[src/rtl/alu_pkg.sv]
// alu_pkg: shared opcodes, FSM state type and flag-bundle bit positions
// for the registered ALU (alu_seq) and its combinational core.
package alu_pkg;

  localparam logic [2:0] OP_ADD  = 3'b000;
  localparam logic [2:0] OP_SUB  = 3'b001;
  localparam logic [2:0] OP_AND  = 3'b010;
  localparam logic [2:0] OP_XOR  = 3'b011;
  localparam logic [2:0] OP_OR   = 3'b100;
  localparam logic [2:0] OP_SLT  = 3'b101;
  localparam logic [2:0] OP_SLTU = 3'b110;
  localparam logic [2:0] OP_MUL  = 3'b111;

  typedef enum logic {IDLE, BUSY} state_e;

  // Bit positions inside the registered flag bundle.
  localparam int FLG_ZERO  = 0;
  localparam int FLG_NEG   = 1;
  localparam int FLG_CARRY = 2;
  localparam int FLG_OVF   = 3;
  localparam int FLG_W     = 4;

endpackage

[src/rtl/alu_comb_core.sv]
// alu_comb_core: combinational single-cycle datapath (everything except MUL).
// Ports:
//   a, b        WIDTH-bit operands
//   alucontrol  3-bit opcode (alu_pkg OP_*)
//   result      WIDTH-bit result (0 for MUL, which is handled by the sequencer)
//   carry       adder carry-out for ADD/SUB, else 0
//   overflow    signed overflow for ADD/SUB, else 0
module alu_comb_core
  import alu_pkg::*;
#(
  parameter int WIDTH = 32
) (
  input  logic [WIDTH-1:0] a,
  input  logic [WIDTH-1:0] b,
  input  logic [2:0]       alucontrol,
  output logic [WIDTH-1:0] result,
  output logic             carry,
  output logic             overflow
);

  logic             sub;
  logic [WIDTH-1:0] b_add;
  logic [WIDTH-1:0] sum;
  logic             c_out;
  logic             ovf;

  // SUB, SLT and SLTU all share the adder in subtract mode.
  assign sub   = (alucontrol == OP_SUB) || (alucontrol == OP_SLT) ||
                 (alucontrol == OP_SLTU);
  assign b_add = b ^ {WIDTH{sub}};
  assign {c_out, sum} = {1'b0, a} + {1'b0, b_add} + {{WIDTH{1'b0}}, sub};
  assign ovf   = (a[WIDTH-1] == b_add[WIDTH-1]) && (sum[WIDTH-1] != a[WIDTH-1]);

  always_comb begin
    result   = '0;
    carry    = 1'b0;
    overflow = 1'b0;
    case (alucontrol)
      OP_ADD, OP_SUB: begin
        result   = sum;
        carry    = c_out;
        overflow = ovf;
      end
      OP_AND:  result = a & b;
      OP_XOR:  result = a ^ b;
      OP_OR:   result = a | b;
      // Signed less-than: sign of the difference corrected by overflow.
      OP_SLT:  result = {{(WIDTH-1){1'b0}}, sum[WIDTH-1] ^ ovf};
      // Unsigned less-than: a borrow occurred (no carry-out).
      OP_SLTU: result = {{(WIDTH-1){1'b0}}, ~c_out};
      default: ;
    endcase
  end

endmodule

[src/rtl/alu_seq.sv]
// alu_seq: registered ALU with valid/ready on both sides, status flags and a
// WIDTH-cycle shift-add multiplier.
// Ports:
//   clk, reset            rising-edge clock, synchronous active-high reset
//   in_valid / in_ready   input handshake (a, b, alucontrol)
//   out_valid / out_ready output handshake (result, zero, negative, carry, overflow)
module alu_seq
  import alu_pkg::*;
#(
  parameter int WIDTH = 32
) (
  input  logic             clk,
  input  logic             reset,
  input  logic             in_valid,
  output logic             in_ready,
  input  logic [WIDTH-1:0] a,
  input  logic [WIDTH-1:0] b,
  input  logic [2:0]       alucontrol,
  output logic             out_valid,
  input  logic             out_ready,
  output logic [WIDTH-1:0] result,
  output logic             zero,
  output logic             negative,
  output logic             carry,
  output logic             overflow
);

  localparam int CW = $clog2(WIDTH) + 1;

  state_e             state_q;
  logic               out_valid_q;
  logic [WIDTH-1:0]   result_q;
  logic [FLG_W-1:0]   flags_q;
  logic [WIDTH-1:0]   mcand_q;
  logic [WIDTH-1:0]   mplier_q;
  logic [WIDTH-1:0]   acc_q;
  logic [CW-1:0]      cnt_q;

  logic [WIDTH-1:0]   core_res;
  logic               core_c;
  logic               core_v;
  logic [WIDTH-1:0]   acc_d;
  logic               accept;

  alu_comb_core #(.WIDTH(WIDTH)) u_core (
    .a          (a),
    .b          (b),
    .alucontrol (alucontrol),
    .result     (core_res),
    .carry      (core_c),
    .overflow   (core_v)
  );

  // A held result blocks new work; a result leaving this cycle does not.
  assign in_ready = (state_q == IDLE) && (!out_valid_q || out_ready);
  assign accept   = in_valid && in_ready;

  // Accumulator value after this BUSY step; also the final product on the last step.
  assign acc_d = mplier_q[0] ? acc_q + mcand_q : acc_q;

  always_ff @(posedge clk) begin
    if (reset) begin
      state_q     <= IDLE;
      out_valid_q <= 1'b0;
      result_q    <= '0;
      flags_q     <= '0;
      mcand_q     <= '0;
      mplier_q    <= '0;
      acc_q       <= '0;
      cnt_q       <= '0;
    end else begin
      case (state_q)
        IDLE: begin
          if (accept) begin
            if (alucontrol == OP_MUL) begin
              mcand_q     <= a;
              mplier_q    <= b;
              acc_q       <= '0;
              cnt_q       <= '0;
              out_valid_q <= 1'b0;
              state_q     <= BUSY;
            end else begin
              result_q           <= core_res;
              flags_q[FLG_ZERO]  <= (core_res == '0);
              flags_q[FLG_NEG]   <= core_res[WIDTH-1];
              flags_q[FLG_CARRY] <= core_c;
              flags_q[FLG_OVF]   <= core_v;
              out_valid_q        <= 1'b1;
            end
          end else if (out_valid_q && out_ready) begin
            out_valid_q <= 1'b0;
          end
        end
        BUSY: begin
          acc_q    <= acc_d;
          mcand_q  <= mcand_q << 1;
          mplier_q <= mplier_q >> 1;
          cnt_q    <= cnt_q + 1'b1;
          if (cnt_q == CW'(WIDTH - 1)) begin
            result_q           <= acc_d;
            flags_q[FLG_ZERO]  <= (acc_d == '0);
            flags_q[FLG_NEG]   <= acc_d[WIDTH-1];
            flags_q[FLG_CARRY] <= 1'b0;
            flags_q[FLG_OVF]   <= 1'b0;
            out_valid_q        <= 1'b1;
            state_q            <= IDLE;
          end
        end
        default: state_q <= IDLE;
      endcase
    end
  end

  assign out_valid = out_valid_q;
  assign result    = result_q;
  assign zero      = flags_q[FLG_ZERO];
  assign negative  = flags_q[FLG_NEG];
  assign carry     = flags_q[FLG_CARRY];
  assign overflow  = flags_q[FLG_OVF];

endmodule

[config.mk]
export PLATFORM = sky130hd
export DESIGN_NAME = alu_seq
export DESIGN_NICKNAME = d
export VERILOG_FILES = /design/src/rtl/alu_pkg.sv /design/src/rtl/alu_comb_core.sv /design/src/rtl/alu_seq.sv
export SDC_FILE = /design/constraint.sdc
export NUM_CORES = 1
export LEC_CHECK = 0
export ABC_AREA = 1
export CAP_MARGIN = 10
export CORE_ASPECT_RATIO = 1.2
export CORE_UTILIZATION = 60
export CTS_CLUSTER_SIZE = 16
export DETAILED_ROUTE_END_ITERATION = 8
export PLACE_DENSITY = 0.85
export SLEW_MARGIN = 20
export SYNTH_ARGS = -nofsm -noshare
export SYNTH_HDL_FRONTEND = slang
export SYNTH_HIERARCHICAL = 1
export SYNTH_SLANG_ARGS = --single-unit
[constraint.sdc]
create_clock -name clk -period 5 [get_ports clk]
set_input_delay 1.25 -clock clk [delete_from_list [all_inputs] [get_ports clk]]
set_output_delay 1.25 -clock clk [all_outputs]
set_load 0.02 [all_outputs]
==> results by stage <==
Setup path:
- STA classifies the critical path startpoint as an input pin.
- The type of the worst setup path is input pin to register.
- The nature of the critical path endpoint is a register.
- For the worst setup path, the data arrival time is 5.17 ns.
- In this run the worst path has a maximum fanout of 14.
- The critical path data required time is 5.37 ns.

Detailed routing:
- The number of remaining DRC errors is 0.
- Dividing the detail-routed via count by the number of cells gives 5.86.
- After the first detailed-routing iteration, the DRC count stood at 1453.
- The routed wire length is roughly 43 mm.
- The first detailed-routing pass took 6 iterations.
- The wire length per cell after detailed routing is 17.8 um.
- The total via count in the routed design is approximately 14000.
- The number of nets with antenna violations after detailed routing is 0.

Final layout:
- Of the cells placed in the final design, the portion with a size suffix greater than 1 is 0.0731.
- The number of non-filler instances in the completed layout is between 2000 and 2500.
- The fill cell instance count of the final layout is roughly 1800.
- At the end of the flow, the number of nets in the layout was between 2000 and 2500.
- The library cell used most frequently in the layout, excluding fill and tap cells, is nand2_1.
- The antenna diode instance count is 0.
- From synthesis to final layout, the design area changed by 16.8%.
- Once layout is complete, the utilization of the core stands at 0.720.
- In the layout the commonest cells are nand2_1 (620), inv_1 (274), a21oi_1 (205), dfxtp_1 (138), ha_1 (128).

Timing:
- Measured against its own limit, the worst slew margin works out to 0.279.
- In the post-route analysis, the smallest setup slack over all paths is 0.199 ns.
- The number of hold violations in the final report is 0.
- The final count of pins violating max slew is 0.
- The routed design could run at a clock period as short as 4.80 ns.
- Across the routed clock network, the largest skew measured is 0.0121 ns.
- Dividing the final minimum period by the clock period gives 0.960.
- The peak clock frequency supported by timing is 208 MHz.
- Setup violations remaining at the end of the flow were counted as 0.
- The transition at the pin with the smallest max-transition slack is 1.08 ns.
- For the final routed database, the setup TNS stands at 0 ns.
- Setup repair after global routing left no endpoint under its margin.

Logic synthesis:
- The number of register bits inferred by synthesis is 139.
- The fraction of the yosys area taken by sequential cells is 0.221.
- Each instance of the synthesized netlist takes up on average 6.19 sq um.
- The fraction of registers with async set or reset after synthesis is 0.
- In the synthesized netlist, the number of instances is 2030.
- The share of synthesized area in the top cell type comes to 0.221.
- The top cell type by total area after synthesis is dfxtp_1.
- During synthesis, Yosys emitted a total of 6 warnings.
- By area the synthesized netlist is led by dfxtp_1 (22%), nand2_1 (19%), ha_1 (13%).
- Yosys mapped a number of flops with a built-in enable equal to 0.
- In this run, distinct cell masters in the synthesized netlist total 48.
- The post-synthesis net count is roughly 2200.
- The most frequently used flop master after synthesis is dfxtp_1.
- In this run the cell area of the synthesized design comes to between 10000 and 15000 sq um.

Placed design:
- OpenSTA, run right after detailed placement, puts the worst setup slack at -0.281 ns.
- The count of port buffers added during placement is 108.
- Routability-driven placement finished with a final weighted congestion of 0.995.
- The half-perimeter wire length after detailed placement is 32.5 mm.
- The number of placed instances with taps included is 2380.

Clock tree:
- The number of hold buffers added after CTS was 0.
- The clock slew at the register clock pins of the worst setup and hold paths is approximately 0.070 ns.
- The clock network latency to the later pin of the worst-skew pair is 0.44 ns.
- The TritonCTS buffer count is 17.
- The clock net in this run drives a total of 139 sinks.
- The root buffer cell chosen for the clock tree is clkbuf_16.
- The clock passes through at most 2 buffers.
- The CTS tree is done.
- CTS built an H-tree with a depth of 4.

Floorplan:
- The area inside the core boundary is 20400 sq um.
- The number of placement rows is 57.
- The die covers between 20000 and 25000 sq um.
- Measured along the x axis, the die boundary spans 134 um.
- In this run the vertical extent of the chip is 161 um.
- The initial utilization of the core area, before any placement, comes to 0.616.
- The total I/O pin count is about 110.

Power:
- The power per cell area is 248 nW/um^2.
- The leakage power of the design is 0.00715 uW.
- The maximum vdd ir drop is about 0.00018 V.

Global route:
- The first global-routing pass estimated 66.7 mm of wire.
- For this run, the total global-route usage over all layers was measured as 0.395.
- The number of global-route vias before repair is around 13000.
- Global routing finished with a remaining overflow of 0.
- The largest net degree at the start of global routing is 84.
- The number of antenna violations at the first check in global routing is 0.

Min path:
- The kind of path behind the tightest hold check is register to register.

Run status:
- The flow ran to the end, and the final reports show no timing, DRC or antenna violations.

Flow run:
- Across the run, the number of max-cap violations was 0.
-- stage by stage --
stage               area, sq um  hold WS, ns  power [uW]
floorplan                 12600        0.440        1870
global placement          14100        0.450        2280
detailed placement        14100        0.454        2300
CTS                       14700        0.469        3600
global route              14700        0.482        3770
finish                    14700        0.467        3630
-- power by group --
part | internal [uW] | leakage (uW) | total [uW] | switching, uW
clock network | 717 | 0.000298 | 1310 | 595
registers | 1160 | 0.00113 | 1200 | 44.4
logic | 430 | 0.00572 | 1120 | 691
total | 2300 | 0.00715 | 3630 | 1330
-- cell type report --
| cell class | count | area (sq um) | area share |
|---|---|---|---|
| sequential | 139 | 2790 | 0.190 |
| clock buffer | 17 | 425 | 0.0290 |
| inverter | 278 | 1040 | 0.0711 |
| tap | 265 | 332 | 0.0226 |
| clock inverter | 15 | 176 | 0.0120 |
| timing repair buffer | 165 | 1510 | 0.103 |
| multi-input combinational | 1535 | 8410 | 0.573 |
-- state kept, by name, indices dropped and copies added, names as in the netlist --
| name | flops |
|---|---|
| acc_q | 32 |
| mcand_q | 32 |
| mplier_q | 32 |
| result | 31 |
| cnt_q | 6 |
| flags_q | 4 |
| out_valid | 1 |
| state_q | 1 |
-- worst max-delay path, cell delays in order --
cell             delay [ns]
clkdlybuf4s50_1        0.55
inv_2                  0.08
nand2_2                0.07
nand2_1                0.16
buf_6                  0.22
xor2_1                 0.16
ha_1                   0.38
nand2_1                0.13
nor3_1                 0.34
nand2_1                0.17
nor2_1                 0.23
nor2_1                 0.12
nand2_1                0.10
nand2_1                0.07
nand2_1                0.15
nand3_1                0.14
nor4_2                 0.22
nand4_1                0.22
nor2_1                 0.14
a21oi_1                0.08
a21oi_2                0.18
-- worst paths after layout --
path	from	endpoint	slack [ns]	cells after the start
setup / recovery	alucontrol[1]	flags_q[0]$_SDFFE_PP0P_	0.20	21
hold / removal	mplier_q[27]$_SDFFE_PP0P_	mplier_q[27]$_SDFFE_PP0P_	0.47	2
setup reg to reg	mcand_q[0]$_SDFFE_PP0P_	flags_q[0]$_SDFFE_PP0P_	2.28	15
hold reg to reg	mplier_q[27]$_SDFFE_PP0P_	mplier_q[27]$_SDFFE_PP0P_	0.47	2
-- cells by family (layout without fill, tap and decap cells) --
| logic type | Yosys count | count (layout) | synth area share |
|---|---|---|---|
| flops | 139 | 139 | 0.221 |
| compound gates | 419 | 419 | 0.192 |
| buf+inv | 356 | 475 | 0.112 |
| simple gates | 949 | 949 | 0.318 |
| fa+ha+maj | 130 | 130 | 0.131 |
| xor+xnor | 37 | 37 | 0.0258 |
-- metal layers --
| metal | GRT usage | vias to the layer above | share of wire |
|---|---|---|---|
| met4 | 0.185 | 0 | 0.043 |
| li1 | - | 6847 | - |
| met3 | 0.0404 | 126 | 0.065 |
| met1 | 0.497 | 6506 | 0.42 |
| met2 | 0.674 | 675 | 0.48 |
| met5 | 0 | - | 0 |
-- synthesized netlist by cell type (3+ instances only) --
cell and number:
nor2_2 9, a21oi_2 4, o2111ai_1 6, ha_1 128, or2_2 16, clkbuf_8 3, nand3_2 8, o21ai_2 3
nor4_1 12, a31oi_1 32, o21ai_1 4, xor2_1 36, a22oi_1 36, o21bai_1 9, nand4_1 19, nand2_2 14
nor3_1 12, nor3_2 3, clkbuf_1 47, a21oi_1 205, nand3b_1 6, nand3_1 110, a221oi_1 18, inv_1 275
nor2_1 117, a21o_1 8, buf_2 19, o21ai_0 85, buf_1 5, nand2_1 620, dfxtp_1 139
-- timing repair --
item,4_1_cts,5_1_grt
hold endpoints to repair,0,0
setup endpoints to repair,0,1
resized for setup,0,2
setup buffers,0,2
(Power assumes the default switching activity.)
